<file path="config.mk">
export PLATFORM = sky130hd
export DESIGN_NAME = mips_exec_ctrl
export DESIGN_NICKNAME = d
export VERILOG_FILES = /design/src/rtl/mips_exec_ctrl.sv
export SDC_FILE = /design/constraint.sdc
export NUM_CORES = 1
export LEC_CHECK = 0
export ABC_AREA = 1
export CAP_MARGIN = 10
export CORE_MARGIN = 2
export CORE_UTILIZATION = 47
export CTS_CLUSTER_SIZE = 20
export DETAILED_ROUTE_END_ITERATION = 7
export HOLD_SLACK_MARGIN = 0.15
export PLACE_DENSITY = 0.86
export REMOVE_ABC_BUFFERS = 1
export SYNTH_ARGS = -nofsm -noshare
export SYNTH_HDL_FRONTEND = slang
export SYNTH_SLANG_ARGS = --single-unit
</file>
<file path="constraint.sdc">
create_clock -name i_du_clk -period 2.95 [get_ports i_du_clk]
set_input_delay 0.295 -clock i_du_clk [delete_from_list [all_inputs] [get_ports i_du_clk]]
set_output_delay 0.295 -clock i_du_clk [all_outputs]
set_load 0.02 [all_outputs]
</file>
<file path="src/rtl/mips_exec_ctrl.sv">
// mips_exec_ctrl: execution controller for the MIPS pipeline under debug.
// Turns RUN/STEP/STOP/CLEAR debug commands into the pipeline enable and reset,
// detects halt retirement and keeps an executed-cycle counter.
// Optional PC breakpoint is compiled in when EXEC_CTRL_BREAKPOINT_EN is defined.
module mips_exec_ctrl #(
  parameter int unsigned NB_REG = 32,
  parameter int unsigned NB_CYC = 32
) (
  input  logic              i_du_clk,
  input  logic              i_du_reset,
  input  logic              i_cmd_valid,
  input  logic [1:0]        i_cmd,
  output logic              o_cmd_ready,
  input  logic              i_mips_halt,
  input  logic [NB_REG-1:0] i_pc,
  input  logic              i_bp_wr,
  input  logic [NB_REG-1:0] i_bp_addr,
  output logic              o_mips_enable,
  output logic              o_mips_reset,
  output logic              o_done,
  output logic [1:0]        o_cause,
  output logic              o_busy,
  output logic [NB_CYC-1:0] o_cycle_count
);

  typedef enum logic [1:0] {
    ST_IDLE,
    ST_RUN,
    ST_STEP,
    ST_HALTED
  } state_t;

  localparam logic [1:0] CMD_CLEAR = 2'b00;
  localparam logic [1:0] CMD_RUN   = 2'b01;
  localparam logic [1:0] CMD_STEP  = 2'b10;
  localparam logic [1:0] CMD_STOP  = 2'b11;

  localparam logic [1:0] CAUSE_NONE = 2'b00;
  localparam logic [1:0] CAUSE_HALT = 2'b01;
  localparam logic [1:0] CAUSE_STEP = 2'b10;
  localparam logic [1:0] CAUSE_STOP = 2'b11;

  state_t     state, state_nxt;
  logic       cmd_acc;
  logic       bp_hit;
  logic       done_nxt;
  logic       rst_nxt;
  logic       cnt_clr;
  logic [1:0] cause_nxt;

  assign cmd_acc = i_cmd_valid & o_cmd_ready;

`ifdef EXEC_CTRL_BREAKPOINT_EN
  logic [NB_REG-1:0] bp_addr_q;
  logic              bp_armed;
  logic              first_run;

  // Breakpoint register: loaded and armed by i_bp_wr, only reset disarms it.
  always_ff @(posedge i_du_clk or posedge i_du_reset) begin
    if (i_du_reset) begin
      bp_addr_q <= '0;
      bp_armed  <= 1'b0;
    end else if (i_bp_wr) begin
      bp_addr_q <= i_bp_addr;
      bp_armed  <= 1'b1;
    end
  end

  // Marks the first RUN cycle so a resume from the breakpoint PC can proceed.
  always_ff @(posedge i_du_clk or posedge i_du_reset) begin
    if (i_du_reset) first_run <= 1'b0;
    else            first_run <= (state != ST_RUN) && (state_nxt == ST_RUN);
  end

  assign bp_hit = bp_armed && (state == ST_RUN) && (i_pc == bp_addr_q) && !first_run;
`else
  logic bp_unused;
  assign bp_unused = ^{i_bp_wr, i_bp_addr, i_pc};
  assign bp_hit    = 1'b0;
`endif

  assign o_cmd_ready   = (state != ST_STEP);
  assign o_busy        = (state == ST_RUN) || (state == ST_STEP);
  assign o_mips_enable = ((state == ST_RUN) && !bp_hit) || (state == ST_STEP);

  // Next-state and registered-output decode; exit priority in RUN is halt > breakpoint > STOP.
  always_comb begin
    state_nxt = state;
    done_nxt  = 1'b0;
    rst_nxt   = 1'b0;
    cnt_clr   = 1'b0;
    cause_nxt = o_cause;
    case (state)
      ST_IDLE: begin
        if (cmd_acc) begin
          case (i_cmd)
            CMD_RUN: begin
              state_nxt = ST_RUN;
              cnt_clr   = 1'b1;
            end
            CMD_STEP: state_nxt = ST_STEP;
            CMD_CLEAR: begin
              rst_nxt   = 1'b1;
              cnt_clr   = 1'b1;
              cause_nxt = CAUSE_NONE;
            end
            default: ;
          endcase
        end
      end
      ST_RUN: begin
        if (i_mips_halt) begin
          state_nxt = ST_HALTED;
          done_nxt  = 1'b1;
          cause_nxt = CAUSE_HALT;
        end else if (bp_hit || (cmd_acc && (i_cmd == CMD_STOP))) begin
          state_nxt = ST_IDLE;
          done_nxt  = 1'b1;
          cause_nxt = CAUSE_STOP;
        end
      end
      ST_STEP: begin
        done_nxt = 1'b1;
        if (i_mips_halt) begin
          state_nxt = ST_HALTED;
          cause_nxt = CAUSE_HALT;
        end else begin
          state_nxt = ST_IDLE;
          cause_nxt = CAUSE_STEP;
        end
      end
      ST_HALTED: begin
        if (cmd_acc && (i_cmd == CMD_CLEAR)) begin
          state_nxt = ST_IDLE;
          rst_nxt   = 1'b1;
          cnt_clr   = 1'b1;
          cause_nxt = CAUSE_NONE;
        end
      end
      default: state_nxt = ST_IDLE;
    endcase
  end

  // State register and registered status pulses.
  always_ff @(posedge i_du_clk or posedge i_du_reset) begin
    if (i_du_reset) begin
      state        <= ST_IDLE;
      o_done       <= 1'b0;
      o_mips_reset <= 1'b0;
      o_cause      <= CAUSE_NONE;
    end else begin
      state        <= state_nxt;
      o_done       <= done_nxt;
      o_mips_reset <= rst_nxt;
      o_cause      <= cause_nxt;
    end
  end

  // Executed-cycle counter, saturating at all-ones.
  always_ff @(posedge i_du_clk or posedge i_du_reset) begin
    if (i_du_reset) begin
      o_cycle_count <= '0;
    end else if (cnt_clr) begin
      o_cycle_count <= '0;
    end else if (o_mips_enable && (o_cycle_count != '1)) begin
      o_cycle_count <= o_cycle_count + NB_CYC'(1);
    end
  end

endmodule

</file>
==> impl_metrics.toml <==
[placed_design]
place_ws_ns = 0.7274
gp_congestion = 0.9245
hpwl_um = 4975
place_area_um2 = 3236
io_buffer_count = 44

[cts]
cts_hold_buf = 0
path_clk_slew_ns = 0.08
cts_buffers = 5
cts_tree = "done"
clock_path_buffers = 2
clock_latency_ns = 0.30
h-tree-depth = 2
cts.repair.resized = 0
cts_setup_buffers = 0
cts_root_buffer = "clkbuf_8"
cts.sinks = 38

[power_and_ir_drop]
p_leak_nw = 1.566
powerDensity_nw_per_um2 = 737.4
ir_drop_mv = 0.5947

[route]
drt_first_pass_iters = 4
drtAntennaViolNets = 0
drt_iter0_markers = 154
via_count = 2609
wl_per_cell_um = 12.55
drc = 0
drt-total-wl_um = 6503
via_per_inst = 5.037

[timing]
timing.fmax_mhz = 425.5
fin_worst_skew_ns = 0.007951
fin_crit_ns = 2.350
timing.final.ws_setup_ns = 0.6001
post-route-period-util_pct = 79.66
max_slew_margin_pct = 67.95
fin_setup_tns_ns = 0
hold_violations = 0
setup_viol = 0
rsz0062_at_grt = "no"
drv_slew = 0
tightest_slew_ns = 0.4808

[global_routing]
grt_first_pass_wirelength_um = 11520
grt_pass1_vias = 2557
grt_max_degree = 39
globalRouteOverflowTotal = 0
gr-usage-all-layers_pct = 23.03
grt_antenna_before_repair = 0

[layout]
antenna_cells = 0
fin_area_um2 = 3327
seq_area_um2 = 950.9
nFillCells = 519
drive_gt1_share_pct = 9.193
fin_nets = 525
area_delta_synth_final_pct = 22.53
multi_input_area_um2 = 1513

[logic_synthesis]
yosys-top-cells-area = "dfrtp_1, nand2_1, inv_1"
synth_top_cell_by_area = "dfrtp_1"
seq_area_frac_synth_pct = 35.02
syn-cell-area_um2 = 2715
synth_top_area_share_pct = 35.02
postSynthAreaPerCell_um2 = 6.874
postSynthCellCount = 395
yosysWarnings = 0
ys_seq_elements = 38
ys_types = 32

[flow_run]
cap_violations = 0

[setup_path]
r2r-start = "state[0]"
cp_top_family = "buffers and inverters"
crit_arrival_ns = 2.05
path_buf_inv = 2
cp_cell_sequence = "inv_1, ha_1, clkdlybuf4s50_1"
crit_required_ns = 2.65
r2r_slack_ns = 0.76
crit_start = "state[0]"
r2r_end = "o_cycle_count[24]"
worstRegToRegCells = 10
start_kind = "flip-flop"
crit_type = "flip-flop to output pin"
cp_max_fo = 8
cp.depth = 3
slowest_delay_ns = 0.70
end_kind = "output pin"
worst_path_max_delay_cell = "clkdlybuf4s50_1"

[floorplanning]
dieArea_um2 = 6401
die_h_um = 80.01
rows = 27
start_util_pct = 49.01
ios = 110
die_width_um = 80.01
core_area_um2 = 5540

[worst_hold_path]
hold_class = "primary input to asynchronous set/reset pin"

[outcome]
status = "finished clean"
==> worst max-delay path by stage <==
| stage | endpoint | slack (ns) |
|---|---|---|
| 2_1_floorplan | o_cycle_count[28] | 0.62 |
| 3_3_place_gp | o_cycle_count[30] | 0.80 |
| 3_5_place_dp | o_cycle_count[2] | 0.73 |
| 4_1_cts | o_mips_enable | 0.56 |
| 5_1_grt | o_busy | 0.48 |
| 6_report | o_mips_enable | 0.60 |
==> layout make-up <==
type                    count  share of cell area [%]
repair buffers             49                   14.37
clock buffers               7                   2.595
flip-flops and latches     38                   28.58
clock inverters             1                  0.1504
well taps                  72                   2.708
inverters                  54                   6.130
multi-input cells         297                   45.47
==> tightest hold or removal path: cells and delay by family <==
family	cells	cell delay [ns]
buffers and inverters	3	0.85
==> flip-flops by register name, summed over array words and instances (netlist names) <==
register	count
o_cycle_count	32
o_cause	2
o_done	1
o_mips_reset	1
state	2
==> where the power goes <==
part / switching (mW) / internal (mW) / leakage (nW)
Combinational: 0.793 / 0.496 / 0.997
Sequential: 0.146 / 0.641 / 0.520
Clock: 0.188 / 0.189 / 0.0482
==> cells by family after synthesis <==
group / Yosys count / synth area share, %
AOI/OAI and AO/OA: 35 / 8.480
xor gates and xnor gates: 9 / 2.903
adders and majority gates: 9 / 4.148
buffers and inverters: 60 / 9.262
DFF: 38 / 35.02
and+or+nand+nor: 244 / 40.18
==> Yosys cell counts <==
cell type,number
a21oi_1,11
o22ai_2,5
nor2_2,4
nand2_2,4
nand3_2,2
o21a_1,1
o22ai_1,1
o21bai_1,1
buf_4,2
clkinv_2,1
xnor2_1,1
nand3b_1,2
nor2_8,1
nand2_1,137
dfrtp_1,38
nor3_1,2
and2_1,1
nand4_1,5
nor2_1,48
or2_2,1
buf_6,2
buf_2,2
inv_2,3
nor2_4,3
inv_1,50
o21ai_0,15
nand3_1,30
nand2_4,3
xor2_1,8
ha_1,9
a21oi_4,1
nand2_8,1
==> metrics by stage <==
| step | util (%) | instances | hold WS (ns) | power [mW] |
|---|---|---|---|---|
| floorplan | - | 389 | 0.4821 | 1.564 |
| global placement | 58.40 | 510 | 0.4654 | 2.049 |
| detailed placement | 58.40 | 510 | 0.4896 | 2.088 |
| CTS | 60.05 | 518 | 0.4349 | 2.474 |
| global route | 60.05 | 518 | 0.4871 | 2.640 |
| finish | 60.05 | 518 | 0.4106 | 2.453 |
==> layer usage <==
metal / vias up / global-route usage (%) / part of all wire [%]
li1: 1332 / - / -
met1: 1186 / 29.07 / 43
met2: 80 / 38.67 / 48
met3: 11 / 3.959 / 6.2
met4: 0 / 9.661 / 2.0
met5: - / 0 / 0
==> placed cells by master, fill, tap and decap left out <==
cell type          n
o21ai_0           15
a21oi_1           11
o21bai_1           1
clkbuf_8           6
nand3_2            2
nand3_1           30
nand2_2            4
dfrtp_1           38
nor3_1             2
clkdlybuf4s50_1   44
a21oi_4            1
nand2_1          137
inv_2              3
xor2_1             8
nor2_2             4
o22ai_1            1
buf_4              5
and2_1             1
o22ai_2            5
nand3b_1           2
nand2_4            3
nand4_1            5
ha_1               9
nor2_1            48
inv_1             50
nor2_8             1
or2_2              1
xnor2_1            1
nand2_8            1
o21a_1             1
nor2_4             3
clkinv_2           2
clkbuf_1           1
(Power assumes the default switching activity.)
